`src/rtl/pipe_pkg.sv`:
```
// Shared pipeline hazard types and constants.
package pipe_pkg;

  localparam int unsigned REG_ADDR_W = 5;
  localparam int unsigned SB_DEPTH   = 3;

  localparam logic [1:0] STALL_NONE = 2'b00;
  localparam logic [1:0] STALL_ALL  = 2'b11;

  typedef struct packed {
    logic                  valid;
    logic [REG_ADDR_W-1:0] rd;
  } sb_entry_t;

endpackage

```
`src/rtl/hazard_scoreboard.sv`:
```
// In-flight destination tracker (EX, MEM, WB) with source match.
// RF_BYPASS_EN: register file writes early, so WB is not checked.
module hazard_scoreboard
  import pipe_pkg::*;
(
  input  logic                  clk_i,
  input  logic                  rst_i,
  input  logic                  ins_valid_i,
  input  logic [REG_ADDR_W-1:0] ins_rd_i,
  input  logic [REG_ADDR_W-1:0] rs1_i,
  input  logic [REG_ADDR_W-1:0] rs2_i,
  output logic                  rs1_hit_c,
  output logic                  rs2_hit_c
);

`ifdef RF_BYPASS_EN
  localparam logic [SB_DEPTH-1:0] CHK_MASK = 3'b011;
`else
  localparam logic [SB_DEPTH-1:0] CHK_MASK = 3'b111;
`endif

  sb_entry_t           sb_q [SB_DEPTH];
  sb_entry_t           sb_d [SB_DEPTH];
  logic [SB_DEPTH-1:0] rs1_m;
  logic [SB_DEPTH-1:0] rs2_m;

  // EX -> MEM -> WB shift
  always_comb begin
    sb_d[0] = {ins_valid_i, ins_rd_i};
    sb_d[1] = sb_q[0];
    sb_d[2] = sb_q[1];
  end

  always_ff @(posedge clk_i or posedge rst_i) begin
    if (rst_i) begin
      sb_q <= '{default: '0};
    end else begin
      sb_q <= sb_d;
    end
  end

  for (genvar g = 0; g < SB_DEPTH; g++) begin : g_match
    assign rs1_m[g] = sb_q[g].valid && (sb_q[g].rd == rs1_i);
    assign rs2_m[g] = sb_q[g].valid && (sb_q[g].rd == rs2_i);
  end

  always_comb begin
    rs1_hit_c = |(rs1_m & CHK_MASK);
    rs2_hit_c = |(rs2_m & CHK_MASK);
  end

endmodule

```
`src/rtl/hazard_ctrl.sv`:
```
// Stall/flush controller for the non-forwarding 5-stage pipeline.
// RF_BYPASS_EN shortens the checked window to EX and MEM.
module hazard_ctrl #(
  parameter int unsigned REG_ADDR_W = 5,
  parameter int unsigned CNT_W      = 32
) (
  input  logic                  clk_i,
  input  logic                  rst_i,
  input  logic [REG_ADDR_W-1:0] id_rs1_i,
  input  logic                  id_rs1_used_i,
  input  logic [REG_ADDR_W-1:0] id_rs2_i,
  input  logic                  id_rs2_used_i,
  input  logic [REG_ADDR_W-1:0] id_rd_i,
  input  logic                  id_rd_we_i,
  input  logic                  id_valid_i,
  input  logic                  ex_br_taken_i,
  output logic [1:0]            stall_o,
  output logic                  flush_ifid_o,
  output logic                  flush_idex_o,
  output logic [CNT_W-1:0]      stall_cnt_o
);

  import pipe_pkg::STALL_NONE;
  import pipe_pkg::STALL_ALL;

  logic             rs1_hit_c;
  logic             rs2_hit_c;
  logic             hazard_c;
  logic             ins_valid_c;
  logic [CNT_W-1:0] stall_cnt_q;
  logic [CNT_W-1:0] stall_cnt_d;

  hazard_scoreboard u_sb (
    .clk_i       (clk_i),
    .rst_i       (rst_i),
    .ins_valid_i (ins_valid_c),
    .ins_rd_i    (id_rd_i),
    .rs1_i       (id_rs1_i),
    .rs2_i       (id_rs2_i),
    .rs1_hit_c   (rs1_hit_c),
    .rs2_hit_c   (rs2_hit_c)
  );

  // x0 never creates a dependency, as source or as destination
  always_comb begin
    hazard_c    = id_valid_i &&
                  ((id_rs1_used_i && (id_rs1_i != '0) && rs1_hit_c) ||
                   (id_rs2_used_i && (id_rs2_i != '0) && rs2_hit_c));
    ins_valid_c = id_valid_i && id_rd_we_i && (id_rd_i != '0) &&
                  !hazard_c && !ex_br_taken_i;
  end

  // Branch wins: the PC ignores its select while stalled
  always_comb begin
    stall_o      = STALL_NONE;
    flush_ifid_o = 1'b0;
    flush_idex_o = 1'b0;
    if (!rst_i) begin
      if (ex_br_taken_i) begin
        flush_ifid_o = 1'b1;
        flush_idex_o = 1'b1;
      end else if (hazard_c) begin
        stall_o      = STALL_ALL;
        flush_idex_o = 1'b1;
      end
    end
  end

  always_comb begin
    stall_cnt_d = stall_cnt_q;
    if ((stall_o != STALL_NONE) && (stall_cnt_q != '1)) begin
      stall_cnt_d = stall_cnt_q + CNT_W'(1);
    end
  end

  always_ff @(posedge clk_i or posedge rst_i) begin
    if (rst_i) begin
      stall_cnt_q <= '0;
    end else begin
      stall_cnt_q <= stall_cnt_d;
    end
  end

  assign stall_cnt_o = stall_cnt_q;

endmodule

```
`config.mk`:
```
export PLATFORM = sky130hd
export DESIGN_NAME = hazard_ctrl
export DESIGN_NICKNAME = d
export VERILOG_FILES = /design/src/rtl/pipe_pkg.sv /design/src/rtl/hazard_scoreboard.sv /design/src/rtl/hazard_ctrl.sv
export SDC_FILE = /design/constraint.sdc
export NUM_CORES = 1
export LEC_CHECK = 0
export ABC_AREA = 1
export BUFFER_PORTS_ARGS = -buffer_cell sky130_fd_sc_hd__buf_2
export CAP_MARGIN = 20
export CORE_MARGIN = 8
export CORE_UTILIZATION = 50
export DETAILED_ROUTE_END_ITERATION = 6
export GPL_TIMING_DRIVEN = 1
export PLACE_DENSITY = 0.76
export SLEW_MARGIN = 30
export SYNTH_ARGS = -nofsm -noshare
export SYNTH_HDL_FRONTEND = slang
export SYNTH_SLANG_ARGS = --single-unit
```
`constraint.sdc`:
```
create_clock -name clk_i -period 1.6 [get_ports clk_i]
set_input_delay 0.32 -clock clk_i [delete_from_list [all_inputs] [get_ports clk_i]]
set_output_delay 0.32 -clock clk_i [all_outputs]
set_load 0.005 [all_outputs]
```
==> flow_summary_export.csv, run 1 <==
group,metric,value,unit
floorplan,core_area,5990,um2
timing,fmaxAchievable,490,MHz
global_routing,met3_usage,3.33,%
run_status,status,"finished, violations left",
timing,worst_slack,-0.440,ns
global_routing,grt_antenna_before_repair,0,
critical_path,reg2reg_to,"stall_cnt_o[6]$_DFFE_PP0P_",
global_routing,grt_use_total,23.4,%
route,antenna_left,0,
global_routing,grtUsageMet1,30.7,%
floorplan,start_util,52.0,%
final_layout,multi_input_area,1840,um2
floorplan,ios,58,
critical_path,cpPeakStageDelay,0.43,ns
place,hpwlAfterDp,6950,um
global_routing,top_usage_layer,"met2",
critical_path,cpMaxStageDelayCell,"dfrtp_1",
yosys,yosysSeqAreaShare,40.1,%
place,postPlaceCellArea,3900,um2
critical_path,crit_buf_inv,2,
yosys,synth_area_leader_cell,"dfrtp_1",
yosys,syn_inst,457,
job,cap_violations,0,
critical_path,cp.arrival,1.72,ns
route,drtIter0Drc,431,
route,avgRoutedWirePerCell,16.1,um
route,post-route-drc-count,1,
run_status,violations,"DRC, setup timing",
yosys,ys_seq_elements,50,
final_layout,drive_above_1_share,34.7,%
yosys,synth_top_area_share,40.1,%
global_routing,grt_max_degree,51,
critical_path,r2r_slack,-0.41,ns
timing,hold_slack,0.0828,ns
yosys,yosysWarnings,0,
floorplan,die_h,95.0,um
timing,setup_violations,35,
min_path,hold_class,"in2async",
final_layout,area_delta_synth_final,41.1,%
yosys,async_reset_ff_share,100,%
timing,rsz0062_at_grt,"yes",
yosys,syn_area,3120,um2
cts,clkSinkCount,50,
route,viasPerCell,5.35,
route,vias,3514,
final_layout,diodes,0,
critical_path,path_cells,"inv_1 > nand2_1 > nand2_1 > nor2_2 > nand3_1 > nand3_1 > nand2_1 > nand2_2 > nand2_2 > a21oi_2 > buf_2",
timing,slew_headroom,73.3,%
yosys,yosysMostFrequentCell,"nand2_1",
critical_path,required,1.28,ns
final_layout,fin_area,4400,um2
cts,cts_buffers,5,
power_and_ir_drop,power_density,611,nW/um2
yosys,synth_common_cells,"212 x nand2_1, 50 x dfrtp_1, 47 x nor2_1",
place,place_congestion,1.00,
timing,hold_viol,0,
global_routing,gr-usage-met2,38.1,%
cts,cts_max_path_buffers,2,
timing,drv_slew,0,
cts,clk_latency,0.31,ns
critical_path,r2r-start,"u_sb.sb_d[3]$_DFF_PP0_",
cts,path_clk_slew,0.10,ns
timing,skew,0.00987,ns
route,drtPass1Iterations,7,
global_routing,grt.overflow.total,0,
yosys,avgSynthCellArea,6.82,um2
timing,worstMarginPinSlew,0.396,ns
global_routing,grt_pass1_wl,16800,um
critical_path,worstRegToRegCells,15,
critical_path,critPathCaptureType,"output pin",
floorplan,row_count,28,
critical_path,crit_path_start_kind,"flip-flop",
yosys,synth_cell_types,24,
final_layout,n_fill_cell,471,
yosys,synth_flop_cell,"dfrtp_1",
critical_path,crit_top_cell,"nand2_1",
timing,timing.final.crit_share,128,%
critical_path,path_class,"reg2out",
yosys,synth_edf_count,0,
power_and_ir_drop,peakVddDrop,0.427,mV
route,wirelength,10500,um
cts,ctsHtreeMaxLevel,2,
global_routing,grt_pass1_vias,3410,
floorplan,die-area,9020,um2
critical_path,path_max_fanout,4,
timing,timing.final.crit_period,2.04,ns
cts,cts-root-buf,"clkbuf_8",
yosys,synth_area_leaders,"dfrtp_1 40%, nand2_1 26%, nor2_1 5.7%, xor2_1 5.3%, inv_1 4.2%",
final_layout,post-route-util,73.4,%
critical_path,critical-path-top-delay-family,"simple AND/OR/NAND/NOR gates",
final_layout,fin_nets,604,
place,io_buffers,57,
floorplan,die_width,95.0,um
yosys,synth_fp_nets,480,
cts,cts_tree,"yes",
final_layout,regArea,1250,um2
power_and_ir_drop,p_leak,2.63,nW
==> how the worst max path moves through the flow <==
stage	from	depth (start not counted)	end	slack, ns
finish	u_sb.sb_d[3]$_DFF_PP0_	11	flush_idex_o	-0.44
global route	u_sb.sb_d[3]$_DFF_PP0_	11	flush_idex_o	-0.60
CTS	u_sb.sb_d[8]$_DFF_PP0_	11	flush_idex_o	-0.42
detailed placement	id_rs2_i[3]	14	stall_cnt_o[17]$_DFFE_PP0P_	-0.21
global placement	id_rs2_i[1]	12	flush_idex_o	-0.23
floorplan	stall_cnt_o[0]$_DFFE_PP0P_	11	stall_cnt_o[13]$_DFFE_PP0P_	-0.03
==> cells in the final DEF (no fill, tap or decap), types with 2 or more instances in the layout <==
cell       synthesis  layout
nand2_1          212     168
nor3_2             1       2
clkbuf_8           0       6
inv_1             35      31
nor4_1             4       4
nand3_4            0       2
nor2_2             1       2
nor3_1            16      15
nand2_4            0      11
xor2_1            19      19
nand4_1           14      14
bufinv_16          0       2
dfrtp_1           50      49
nor2_1            47      45
xnor2_1           11      11
buf_2              0      55
nand2_2            0      33
buf_12             0       6
buf_4              4      58
nor2_4             1       2
inv_2              9      12
buf_6              3       4
o21ai_0            6       5
nand3_1           16      16
==> area by class of cell <==
cell class	count	area share, %
multi-input combinational	356	41.8
sequential	50	28.5
timing repair buffer	124	20.5
inverter	44	3.81
tap	75	2.13
clock buffer	6	1.88
clock inverter	2	1.37
==> where the power goes <==
| part | switching, W | internal (W) |
|---|---|---|
| Clock | 0.000455 | 0.000667 |
| Combinational | 0.000154 | 0.0000940 |
| Sequential | 0.0000253 | 0.00129 |
==> timing repair <==
action,4_1_cts,5_1_grt
endpoints found under the setup margin,35,35
pin swaps,10,18
cloned,3,0
buffers inserted,8,5
gates resized for setup,30,46
hold buffers,0,0
==> registers in the layout, indices dropped and copies added, names as in the netlist <==
signal,count
stall_cnt_o,32
u_sb.sb_q,6
u_sb.sb_d,12
==> metal layers <==
layer | wire length [um] | vias up
met4 | 278 | 0
met3 | 742 | 35
met2 | 5050 | 169
met1 | 4480 | 1644
li1 | - | 1666
met5 | 0 | -
==> stage by stage <==
step	setup slack, ns	setup TNS [ns]	power (W)	instances
3_5_place_dp	-0.214	-6.69	0.00157	637
6_report	-0.440	-11.97	0.00269	657
2_1_floorplan	-0.0257	-0.741	0.00146	457
3_3_place_gp	-0.232	-6.64	0.00156	637
4_1_cts	-0.418	-10.54	0.00267	655
5_1_grt	-0.601	-17.10	0.00278	657
==> cell families (layout without fill, tap and decap cells) <==
family | Yosys count | in the layout | share of synthesized area [%]
AOI/OAI and AO/OA | 7 | 7 | 1.12
xor gates and xnor gates | 30 | 30 | 8.43
adders and majority gates | 1 | 1 | 0.401
buffers and inverters | 51 | 176 | 7.35
DFF | 50 | 50 | 40.1
and+or+nand+nor | 318 | 318 | 42.6
==> worst register-to-register path, cell delays in order (launching register included) <==
cell,delay (ns)
dfrtp_1,0.43
inv_1,0.10
nand2_1,0.07
nand2_1,0.06
nor2_2,0.09
nand3_1,0.08
nand3_1,0.09
nand2_1,0.08
nand2_2,0.13
nand3_4,0.11
buf_6,0.14
nor2_4,0.14
buf_12,0.14
buf_12,0.16
nand2_4,0.07
nand2_2,0.09
Note: power is estimated with default switching activity, not from simulation.
==> run 2: changes to the inputs <==
GPL_TIMING_DRIVEN = 0   (was 1)
RECOVER_POWER = 100   (was unset)
==> run 2 against run 1 <==
The flow finishes with violations (setup timing). Power fell by 8.3%. Flip-flop and latch count stayed put. Clock skew shrank 0.0051 ns. Non-clock buffer count down 44. Maximum frequency is 1.2% higher. Critical path type unchanged. Via count shrank 10%. Sequential share of layout area increased by 4.3 points. Wire length shrank 17%. Largest cell class unchanged. Global-route usage shrank 4.3 points. Critical path depth rose by 1.
==> flow_summary_export.csv, run 2 (synthesis gave the netlist of run 1 again) <==
group,metric,value,unit
critical_path,critPathCaptureType,"output pin",
route,viasPerCell,5.16,
timing,setup_violations,35,
place,hpwlAfterDp,6400,um
min_path,hold_class,"in2reg",
power_and_ir_drop,peakVddDrop,0.486,mV
cts,hold_buffers,0,
final_layout,finalNonFillerCells,613,
min_path,hold_path_end,"u_sb.sb_d[10]$_DFF_PP0_",
cts,cts_buffers,5,
place,place_congestion,0.965,
route,avgRoutedWirePerCell,14.3,um
place,io_buffers,57,
timing,worstMarginPinSlew,1.05,ns
critical_path,r2r_slack,-0.39,ns
global_routing,grt_pass1_wl,13700,um
floorplan,die_width,95.0,um
floorplan,die-area,9020,um2
run_status,violations,"setup timing",
cts,clkSinkCount,50,
critical_path,critical-path-top-delay-family,"simple AND/OR/NAND/NOR gates",
timing,fmaxAchievable,496,MHz
final_layout,area_delta_synth_final,22.8,%
floorplan,die_h,95.0,um
final_layout,diodes,0,
floorplan,ios,58,
critical_path,r2r-start,"u_sb.sb_q[3]$_DFF_PP0_",
final_layout,fin_nets,560,
global_routing,grt_max_degree,51,
route,post-route-drc-count,0,
floorplan,row_count,28,
route,wirelength,8780,um
final_layout,fin_area,3830,um2
power_and_ir_drop,p_leak,2.06,nW
critical_path,crit_path_start_kind,"flip-flop",
cts,cts-root-buf,"clkbuf_8",
cts,cts_tree,"yes",
timing,skew,0.00480,ns
critical_path,crit_buf_inv,4,
timing,worst_slack,-0.417,ns
critical_path,crit_top_cell,"nand2_1",
critical_path,cp.arrival,1.70,ns
run_status,status,"finished, violations left",
place,postPlaceCellArea,3520,um2
final_layout,final_common_cell,"nand2_1",
timing,slew_headroom,29.9,%
route,drtPass1Iterations,4,
min_path,hp-start,"id_rd_i[4]",
timing,timing.final.crit_share,126,%
critical_path,path_max_fanout,3,
critical_path,path_class,"reg2out",
min_path,hold_path_depth,1,
cts,cts_max_path_buffers,2,
floorplan,core_area,5990,um2
route,antenna_left,0,
route,vias,3164,
timing,timing.final.crit_period,2.02,ns
global_routing,grt_use_total,19.1,%
final_layout,n_fill_cell,583,
cts,clk_latency,0.30,ns
global_routing,grt_antenna_before_repair,0,
place,place_ws,-0.333,ns
timing,drv_slew,0,
critical_path,path_cells,"inv_1 > nand2_1 > nand2_1 > nor2_1 > nand3_1 > nand3_1 > nand2_1 > nand2_2 > nand3_2 > inv_2 > buf_6 > buf_6",
timing,hold_viol,0,
job,cap_violations,0,
floorplan,start_util,52.0,%
critical_path,worstRegToRegCells,16,
global_routing,grt_pass1_vias,2874,
final_layout,largest_reg_flops,32,
place,dp.cells,589,
critical_path,reg2reg_to,"stall_cnt_o[22]$_DFFE_PP0P_",
final_layout,layout_common_cells,"207 x nand2_1, 47 x dfrtp_1, 46 x nor2_1",
route,drtIter0Drc,195,
cts,path_clk_slew,0.09,ns
timing,rsz0062_at_grt,"yes",
critical_path,cpMaxStageDelayCell,"dfrtp_1",
cts,ctsHtreeMaxLevel,2,
final_layout,drive_above_1_share,17.8,%
global_routing,grt.overflow.total,0,
critical_path,required,1.28,ns
power_and_ir_drop,power_density,643,nW/um2
critical_path,cpPeakStageDelay,0.39,ns
run 2: cell types whose count changed in the layout (fill, tap and decap cells not counted), sizes merged:
cell,change
inv,+1
clkbuf,+28
bufinv,-1
buf,-73
clkinv,+1
run 2: area by class of cell:
cell class	instances	area, um2	area share [%]
well taps	75	93.8	2.45
inverters	44	165	4.32
repair buffers	73	424	11.1
flip-flops and latches	50	1250	32.8
clock buffers	5	68.8	1.80
clock inverters	3	43.8	1.14
multi-input cells	356	1690	44.3
plain buffers	7	82.6	2.16
run 2: worst max path at each step:
stage          cells after the start                       start                          end
5_1_grt                           11      u_sb.sb_q[3]$_DFF_PP0_                   stall_o[1]
3_3_place_gp                       2                       rst_i  stall_cnt_o[26]$_DFFE_PP0P_
6_report                          12      u_sb.sb_q[3]$_DFF_PP0_                   stall_o[1]
3_5_place_dp                       8  stall_cnt_o[2]$_DFFE_PP0P_  stall_cnt_o[31]$_DFFE_PP0P_
2_1_floorplan                     11  stall_cnt_o[0]$_DFFE_PP0P_  stall_cnt_o[13]$_DFFE_PP0P_
4_1_cts                           11      u_sb.sb_d[8]$_DFF_PP0_                 flush_idex_o
run 2: timing repair:
| action | 4_1_cts | 5_1_grt |
|---|---|---|
| gates cloned | 0 | 4 |
| pin swaps | 1 | 11 |
| endpoints found under the setup margin | 35 | 35 |
| buffers inserted | 4 | 9 |
| resized for setup | 8 | 27 |
run 2: per-layer routing:
layer,vias up,track usage [%],share of wire [%]
met5,-,0,0
met4,0,4.68,1.4
met3,11,3.41,6.1
met2,101,30.6,47
met1,1465,26.0,46
li1,1587,-,-
run 2: power by group:
part	switching [W]	leakage, nW	internal [W]
logic	0.000145	1.35	0.0000828
registers	0.0000292	0.658	0.00129
clock network	0.000446	0.0585	0.000469
run 2: stage by stage:
stage | TNS (ns) | hold WS, ns | util [%] | power (W)
finish | -12.40 | 0.131 | 63.9 | 0.00246
global route | -17.97 | 0.121 | 63.9 | 0.00257
CTS | -11.73 | 0.117 | 61.5 | 0.00247
detailed placement | -9.49 | 0.385 | 58.8 | 0.00155
global placement | -37.74 | 0.359 | 58.8 | 0.00154
floorplan | -0.741 | 0.351 | - | 0.00146
==> run 3: changes to the inputs <==
CTS_CLUSTER_DIAMETER = 80   (was unset)
GPL_TIMING_DRIVEN = unset   (was 0)
==> run 3 against run 2 <==
The run still ends with setup timing left. First-iteration DRC count up 120%. Register-to-register slack worse by 0.03 ns. Combinational power up 6%. Wire length up 20%. Sequential share of layout area down 4.2 points. Global-route usage up 4.3 points. Die area unchanged. Highest routed layer unchanged.
==> flow_summary_export.csv, run 3 (synthesis gave the netlist of run 1 again) <==
group,metric,value,unit
global_routing,grt_use_total,23.4,%
route,drtIter0Drc,435,
timing,drv_slew,0,
final_layout,largest_reg_flops,32,
timing,worst_slack,-0.451,ns
global_routing,grt_pass1_vias,3410,
critical_path,required,1.28,ns
timing,tns,-12.34,ns
critical_path,critical-path-top-delay-family,"simple AND/OR/NAND/NOR gates",
route,drtPass1Iterations,5,
cts,cts_buffers,5,
final_layout,area_delta_synth_final,40.5,%
cts,clkSinkCount,50,
route,post-route-drc-count,0,
cts,ctsHtreeMaxLevel,2,
route,antenna_left,0,
critical_path,cp.arrival,1.73,ns
timing,rsz0062_at_grt,"yes",
place,place_congestion,1.00,
final_layout,diodes,0,
critical_path,cpPeakStageDelay,0.43,ns
final_layout,fin_nets,604,
cts,cts-root-buf,"clkbuf_8",
final_layout,layout_common_cells,"168 x nand2_1, 56 x buf_4, 53 x buf_2",
timing,fmaxAchievable,488,MHz
timing,timing.final.crit_share,128,%
critical_path,startpoint,"u_sb.sb_d[3]$_DFF_PP0_",
global_routing,grt_antenna_before_repair,0,
cts,cts_max_path_buffers,2,
min_path,hold_class,"in2reg",
timing,timing.final.crit_period,2.05,ns
power_and_ir_drop,p_leak,2.62,nW
critical_path,cpMaxStageDelayCell,"dfrtp_1",
floorplan,start_util,52.0,%
final_layout,fin_area,4380,um2
run_status,violations,"setup timing",
final_layout,drive_above_1_share,34.2,%
final_layout,final_common_cell,"nand2_1",
critical_path,critPathCaptureType,"output pin",
global_routing,grt_pass1_wl,16800,um
place,postPlaceCellArea,3900,um2
timing,worstMarginPinSlew,1.26,ns
route,viasPerCell,5.38,
power_and_ir_drop,peakVddDrop,0.429,mV
power_and_ir_drop,power_density,613,nW/um2
run_status,status,"finished, violations left",
critical_path,r2r-start,"u_sb.sb_d[3]$_DFF_PP0_",
place,hpwlAfterDp,6950,um
place,io_buffers,57,
min_path,hp-start,"id_rd_i[2]",
global_routing,grt_max_degree,51,
job,cap_violations,0,
critical_path,crit_buf_inv,2,
floorplan,die-area,9020,um2
route,vias,3535,
floorplan,die_h,95.0,um
timing,hold_viol,0,
cts,path_clk_slew,0.10,ns
timing,setup_violations,35,
critical_path,path_class,"reg2out",
floorplan,row_count,28,
floorplan,ios,58,
critical_path,crit_top_cell,"nand2_1",
global_routing,grt.overflow.total,0,
cts,hold_buffers,0,
cts,cts_tree,"yes",
cts,clk_latency,0.31,ns
floorplan,core_area,5990,um2
timing,skew,0.00995,ns
route,wirelength,10500,um
critical_path,path_cells,"inv_1 > nand2_1 > nand2_1 > nor2_2 > nand3_1 > nand3_1 > nand2_1 > nand2_2 > nand2_2 > a21oi_2 > buf_2",
critical_path,crit_path_start_kind,"flip-flop",
critical_path,path_max_fanout,4,
route,avgRoutedWirePerCell,16.0,um
timing,slew_headroom,15.8,%
floorplan,die_width,95.0,um
run 3: changes by cell type in the layout (fill, tap and decap cells not counted), moves of 4 or more:
cell / before / now
buf_2: 30 / 53
inv_1: 27 / 32
buf_4: 6 / 56
nand2_1: 207 / 168
clkbuf_1: 27 / 2
nand2_2: 5 / 33
nand2_4: 0 / 11
inv_2: 17 / 11
buf_12: 1 / 5
buf_6: 11 / 4
run 3: path summary, 6_finish.rpt:
| path | to | cells past startpoint | slack (ns) |
|---|---|---|---|
| max | flush_idex_o | 11 | -0.45 |
| min | u_sb.sb_d[8]$_DFF_PP0_ | 1 | 0.12 |
| max reg2reg | stall_cnt_o[6]$_DFFE_PP0P_ | 15 | -0.42 |
| min reg2reg | u_sb.sb_d[0]$_DFF_PP0_ | 0 | 0.39 |
| max in group asynchronous | u_sb.sb_d[2]$_DFF_PP0_ | 3 | 0.31 |
| min in group asynchronous | stall_cnt_o[0]$_DFFE_PP0P_ | 3 | 0.46 |
run 3: power by group:
group	leakage (nW)	internal [W]	switching, W
Clock	0.0714	0.000667	0.000460
Combinational	1.89	0.0000885	0.000153
Sequential	0.661	0.00129	0.0000257
Total	2.62	0.00205	0.000639
run 3: routing by layer:
layer | up-vias | track usage, % | share of wire, %
met1 | 1633 | 30.7 | 42
li1 | 1668 | - | -
met5 | - | 0 | 0
met4 | 0 | 9.23 | 2.5
met3 | 34 | 3.33 | 8.1
met2 | 200 | 38.1 | 48
run 3: per-stage QoR:
step	hold WS, ns	instances	util (%)	power, W	setup slack (ns)
3_5_place_dp	0.369	637	65.1	0.00157	-0.214
6_report	0.122	657	73.1	0.00268	-0.451
3_3_place_gp	0.370	637	65.1	0.00156	-0.232
4_1_cts	0.0850	655	71.6	0.00267	-0.418
5_1_grt	0.106	657	73.1	0.00277	-0.601
2_1_floorplan	0.351	457	-	0.00146	-0.0257
run 3: layout make-up:
| cell class | instances | area, um2 |
|---|---|---|
| Sequential cell | 50 | 1250 |
| Tap cell | 75 | 93.8 |
| Fill cell | 475 | 1610 |
| Multi-Input combinational cell | 356 | 1840 |
| Inverter | 44 | 168 |
| Timing Repair Buffer | 124 | 886 |
| Clock buffer | 6 | 82.6 |
| Clock inverter | 2 | 60.1 |
run 3: timing repair:
action | CTS | global route
cloned | 3 | 0
hold endpoints to repair | 0 | 0
setup endpoints to repair | 35 | 35
pin swaps | 10 | 18
setup buffers | 8 | 5
resized for setup | 30 | 46
